<file path="config.mk">
export PLATFORM = sky130hd
export DESIGN_NAME = mpx_stat
export DESIGN_NICKNAME = d
export VERILOG_FILES = /design/src/rtl/mpx_stat.sv
export SDC_FILE = /design/constraint.sdc
export NUM_CORES = 1
export LEC_CHECK = 0
export CAP_MARGIN = 10
export CORE_MARGIN = 4
export CORE_UTILIZATION = 25
export CTS_BUF_LIST = sky130_fd_sc_hd__clkbuf_2 sky130_fd_sc_hd__clkbuf_4 sky130_fd_sc_hd__clkbuf_8
export CTS_CLUSTER_SIZE = 20
export DETAILED_ROUTE_END_ITERATION = 10
export MAX_ROUTING_LAYER = met4
export PLACE_DENSITY = 0.49
export SLEW_MARGIN = 5
export SYNTH_ARGS = -nofsm -noshare
export SYNTH_HDL_FRONTEND = slang
export SYNTH_SLANG_ARGS = --single-unit
</file>
<file path="constraint.sdc">
create_clock -name clk -period 4.8 [get_ports clk]
set_clock_uncertainty 0.05 [all_clocks]
set_input_delay 0.96 -clock clk [delete_from_list [all_inputs] [get_ports clk]]
set_output_delay 0.96 -clock clk [all_outputs]
set_load 0.005 [all_outputs]
</file>
<file path="src/rtl/mpx_stat.sv">
// Signed min/max/count statistics over a programmable window of valid MPX samples.
// One-shot or continuous windows; stat_limit == 0 selects live (never-closing) mode.
module mpx_stat #(
  parameter int unsigned DATA_W = 8,
  parameter int unsigned CNT_W  = 32
) (
  input  logic              clk,
  input  logic              resetn,
  input  logic [DATA_W-1:0] in_data,
  input  logic              in_valid,
  input  logic [1:0]        stat_cfg,
  input  logic [CNT_W-1:0]  stat_limit,
  output logic [DATA_W-1:0] stat_min,
  output logic [DATA_W-1:0] stat_max,
  output logic [CNT_W-1:0]  stat_count,
  output logic              stat_done,
  output logic              stat_busy
);

  typedef enum logic [1:0] {StIdle, StRun, StHold} state_e;

  localparam logic [CNT_W:0] CntOne = 1;

  state_e              state_q, state_d;
  logic [DATA_W-1:0]   run_min_q, run_min_d;
  logic [DATA_W-1:0]   run_max_q, run_max_d;
  logic [CNT_W-1:0]    run_cnt_q, run_cnt_d;
  logic                first_q, first_d;
  logic [DATA_W-1:0]   stat_min_q, stat_min_d;
  logic [DATA_W-1:0]   stat_max_q, stat_max_d;
  logic [CNT_W-1:0]    stat_count_q, stat_count_d;
  logic                done_q, done_d;
  logic                busy_q, busy_d;

  logic [DATA_W-1:0]   samp_min, samp_max;
  logic [CNT_W-1:0]    cnt_inc;
  logic [CNT_W:0]      cnt_sum;
  logic                win_close;

  // Running extremes including the current sample; the first sample seeds both.
  always_comb begin
    samp_min = first_q ? in_data :
               ($signed(in_data) < $signed(run_min_q)) ? in_data : run_min_q;
    samp_max = first_q ? in_data :
               ($signed(in_data) > $signed(run_max_q)) ? in_data : run_max_q;
    cnt_inc  = (run_cnt_q == {CNT_W{1'b1}}) ? run_cnt_q : run_cnt_q + 1'b1;
    // Widened sum so the close compare cannot wrap at a saturated counter.
    cnt_sum   = {1'b0, run_cnt_q} + CntOne;
    win_close = (stat_limit != '0) && (cnt_sum >= {1'b0, stat_limit});
  end

  always_comb begin
    state_d      = state_q;
    run_min_d    = run_min_q;
    run_max_d    = run_max_q;
    run_cnt_d    = run_cnt_q;
    first_d      = first_q;
    stat_min_d   = stat_min_q;
    stat_max_d   = stat_max_q;
    stat_count_d = stat_count_q;
    done_d       = 1'b0;

    unique case (state_q)
      StIdle: begin
        run_min_d = '0;
        run_max_d = '0;
        run_cnt_d = '0;
        first_d   = 1'b1;
        if (stat_cfg[0]) state_d = StRun;
      end
      StRun: begin
        if (!stat_cfg[0]) begin
          state_d = StIdle;
        end else if (in_valid) begin
          if (win_close) begin
            stat_min_d   = samp_min;
            stat_max_d   = samp_max;
            stat_count_d = cnt_inc;
            done_d       = 1'b1;
            run_min_d    = '0;
            run_max_d    = '0;
            run_cnt_d    = '0;
            first_d      = 1'b1;
            state_d      = stat_cfg[1] ? StRun : StHold;
          end else begin
            run_min_d = samp_min;
            run_max_d = samp_max;
            run_cnt_d = cnt_inc;
            first_d   = 1'b0;
            if (stat_limit == '0) begin
              stat_min_d   = samp_min;
              stat_max_d   = samp_max;
              stat_count_d = cnt_inc;
            end
          end
        end
      end
      StHold: begin
        if (!stat_cfg[0]) state_d = StIdle;
      end
      default: state_d = StIdle;
    endcase

    busy_d = (state_d == StRun);
  end

  always_ff @(posedge clk or negedge resetn) begin
    if (!resetn) begin
      state_q      <= StIdle;
      run_min_q    <= '0;
      run_max_q    <= '0;
      run_cnt_q    <= '0;
      first_q      <= 1'b1;
      stat_min_q   <= '0;
      stat_max_q   <= '0;
      stat_count_q <= '0;
      done_q       <= 1'b0;
      busy_q       <= 1'b0;
    end else begin
      state_q      <= state_d;
      run_min_q    <= run_min_d;
      run_max_q    <= run_max_d;
      run_cnt_q    <= run_cnt_d;
      first_q      <= first_d;
      stat_min_q   <= stat_min_d;
      stat_max_q   <= stat_max_d;
      stat_count_q <= stat_count_d;
      done_q       <= done_d;
      busy_q       <= busy_d;
    end
  end

  assign stat_min   = stat_min_q;
  assign stat_max   = stat_max_q;
  assign stat_count = stat_count_q;
  assign stat_done  = done_q;
  assign stat_busy  = busy_q;

endmodule

</file>
==> impl_summary.log <==
INFO  metric slew-limit-headroom = 55.9%
INFO  metric p_leak = 3.40 nW
INFO  metric pwr_density_cell = 210 nW/µm²
INFO  metric synthesized_area = 6130 µm²
INFO  metric multi_input_area = 3240 µm²
INFO  metric syn-num-nets = 769
INFO  metric tritoncts_clock_tree = done
INFO  metric dpl.cell_count = 1081
INFO  metric cp-startpoint = run_cnt_q[0]$_DFFE_PN0P_
INFO  metric drcViolationCount = 0
INFO  metric floorplan.initialDensity = 25.3%
INFO  metric timing.final.crit_period = 4450 ps
INFO  metric crit_share_post_route = 92.8%
INFO  metric regToRegStartpoint = run_cnt_q[0]$_DFFE_PN0P_
INFO  metric numClockSinks = 101
INFO  metric setup.reg_to_reg.worst_slack = 350 ps
INFO  metric cts_max_path_buffers = 2
INFO  metric ctsHtreeMaxLevel = 3
INFO  metric finished_cell_area = 7630 µm²
INFO  metric yosys.cell_types.count = 53
INFO  metric cts.repair.resized = 0
INFO  metric synth-seq-cells = 101
INFO  metric path_max_fanout = 8
INFO  metric rr_worst_depth = 16
INFO  metric timing.setup.tns = 0 ps
INFO  metric setup-violations-final = 0
INFO  metric synth_top_area_share = 40.8%
INFO  metric final-max-slew-violation-count = 0
INFO  metric dominantRegCellSynth = dfrtp_1
INFO  metric drive_above_1_share = 7.50%
INFO  metric cts.reportedPaths.clkPinSlew = 110 ps
INFO  metric asyncSetResetFlopFracSynth = 100%
INFO  metric instances_no_fill = 1097
INFO  metric ir_drop_worst_vdd = 92.2 µV
INFO  metric rows = 57
INFO  metric routed_via_density = 4.68
INFO  metric p_total = 1.61 mW
INFO  metric grt_pass1_vias = 5093
INFO  metric synth_commonest_cells = dfrtp_1, nand2_1, inv_1
INFO  metric track_usage = 13.6%
INFO  metric worst_setup_path_start_kind = flip-flop
INFO  metric critical_path_arrival = 4700 ps
INFO  metric grt_start_max_net_pins = 69
INFO  metric final_net_count = 861
INFO  metric final_hold_viol_count = 0
INFO  metric dpl_cell_area = 7450 µm²
INFO  metric cts.repair_timing.setup_buffer_count = 0
INFO  metric fp.coreArea = 24200 µm²
INFO  metric cp_data_required_time = 5040 ps
INFO  metric worstSetupPathType = flip-flop to flip-flop
INFO  metric ys.warnings.count = 0
INFO  metric boundaryPins = 95
INFO  metric timing.critical_path.to_type = flip-flop
INFO  metric status = complete, no violations
INFO  metric min_delay_path_depth = 2
INFO  metric routed_wl = 17600 µm
INFO  metric antenna_left = 0
INFO  metric globalRoute.totalOverflow = 0
INFO  metric cts_made_buffers = 9
INFO  metric most_area_consuming_cells_after_synthesis = dfrtp_1, ha_1, nand2_1
INFO  metric port_buffers = 94
INFO  metric yosysTopAreaCell = dfrtp_1
INFO  metric detailedPlacementHpwl = 13000 µm
INFO  metric die_h = 165 µm
INFO  metric gp_congestion = 0.824
INFO  metric achievable-frequency = 225 MHz
INFO  metric min_to = stat_count[0]$_DFFE_PN0P_
INFO  metric avgSynthCellArea = 9.06 µm²
INFO  metric num_vias = 5131
INFO  metric clock_tree.root_cell = clkbuf_8
INFO  metric wire_per_inst = 16.0 µm
INFO  metric synth-seq-area-share = 41.3%
INFO  metric synth-edff-count = 0
INFO  metric first_pass_grt_wire_length = 28000 µm
INFO  metric area_delta_synth_final = 24.6%
INFO  metric rsz_0062_raised_after_global_routing = no
INFO  metric fill_cells = 2539
INFO  metric tightest_slew = 661 ps
INFO  metric reg_area = 2530 µm²
INFO  metric cts.hold.buffers_added = 0
INFO  metric regToRegEndpoint = run_max_q[1]$_DFFE_PN0P_
INFO  metric yosysMostFrequentCell = dfrtp_1
INFO  metric hold_path_class = flip-flop to flip-flop
INFO  metric antenna_cells = 0
INFO  metric syn-instance-count = 676
INFO  metric worst_skew_pair.late_latency = 410 ps
INFO  metric design.die.area = 27100 µm²
INFO  metric detailedRoute.firstPassIterationCount = 5
INFO  metric antenna_found_initial = 0
INFO  metric drt-initial-drc-count = 287
INFO  metric worst_hold_startpoint = stat_count[0]$_DFFE_PN0P_
INFO  metric drv.max_cap_violation_count = 0
INFO  metric finalCoreUtilization = 31.5%
INFO  metric die-width = 165 µm
area by class of cell:
class                           count  area share [%]
Multi-Input combinational cell    490            42.4
Tap cell                          324            5.31
Inverter                           55            2.70
Clock inverter                      7           0.721
Timing Repair Buffer              111            14.1
Clock buffer                        9            1.62
Sequential cell                   101            33.1
registers in the layout, indices dropped and copies added, names as in the netlist:
name and count:
run_cnt_q 32, stat_count 32, run_max_q 8, run_min_q 8, stat_max 8, stat_min 8, state_q 2, first_q 1
stat_busy 1, stat_done 1
cells by family (layout without fill, tap and decap cells):
| logic type | Yosys count | count (layout) | share of synthesized area, % |
|---|---|---|---|
| compound gates | 164 | 164 | 17.9 |
| xor+xnor | 31 | 31 | 4.43 |
| fa+ha+maj | 48 | 48 | 9.80 |
| buf+inv | 85 | 182 | 6.00 |
| flops | 101 | 101 | 41.3 |
| mux | 17 | 17 | 2.78 |
| simple gates | 230 | 230 | 17.8 |
placed cells by master, fill, tap and decap left out, types with 4 or more instances in the layout:
cell type        Yosys  routed
dfrtp_1            100     100
xor2_1               8       8
xnor2_1             23      23
nor3_1               7       7
inv_6                0       4
a32o_1               9       9
nor2_1              50      50
a31o_2               9       9
nand4_1             20      20
nand2_1             91      91
a21oi_1             14      14
clkdlybuf4s50_1      0      93
o21ai_0             35      35
mux2i_1             17      17
nor4_1              10       9
inv_1               55      55
o21ai_1             47      47
a31oi_1              6       6
and3_1               9       9
a22o_1              15      15
ha_1                48      48
buf_4                5      17
nand3_1             20      20
clkbuf_8             0       9
a21o_1               6       6
stage by stage:
stage / setup WS [ps] / hold slack [ps]
CTS: 100 / 448
finish: 346 / 439
detailed placement: 115 / 422
global placement: 231 / 419
global route: 45.5 / 468
floorplan: 1080 / 421
layer usage:
layer	wire, µm	track usage [%]	up-vias
li1	-	-	2579
met1	8720	18.8	2440
met2	7920	20.3	91
met3	605	1.90	21
met4	310	4.65	0
met5	0	-	-
power breakdown:
| group | switching [mW] | total (mW) | internal [mW] |
|---|---|---|---|
| logic | 0.107 | 0.193 | 0.0858 |
| clock network | 0.349 | 0.545 | 0.195 |
| registers | 0.00858 | 0.868 | 0.860 |
| total | 0.465 | 1.61 | 1.14 |
worst max path at each step:
stage | endpoint | slack (ps) | depth (start not counted)
after CTS | run_max_q[1]$_DFFE_PN0P_ | 100 | 16
after global routing | run_max_q[0]$_DFFE_PN0P_ | 50 | 16
after floorplan | run_cnt_q[23]$_DFFE_PN0P_ | 1080 | 14
after global placement | run_max_q[5]$_DFFE_PN0P_ | 230 | 16
final | run_max_q[1]$_DFFE_PN0P_ | 350 | 16
after detailed placement | run_max_q[5]$_DFFE_PN0P_ | 120 | 16
critical path, cell delays in order, from the launching register on:
cell,delay (ps)
dfrtp_1,500
ha_1,290
inv_1,90
nor3_4,290
buf_4,190
nand3_1,150
or2_2,380
xnor2_1,160
ha_1,310
nand4_1,200
nor4_2,460
a221oi_1,170
o21ai_2,290
o31ai_4,160
buf_4,190
a31o_2,270
a32o_1,220
Power figures use the tool's default switching activity.
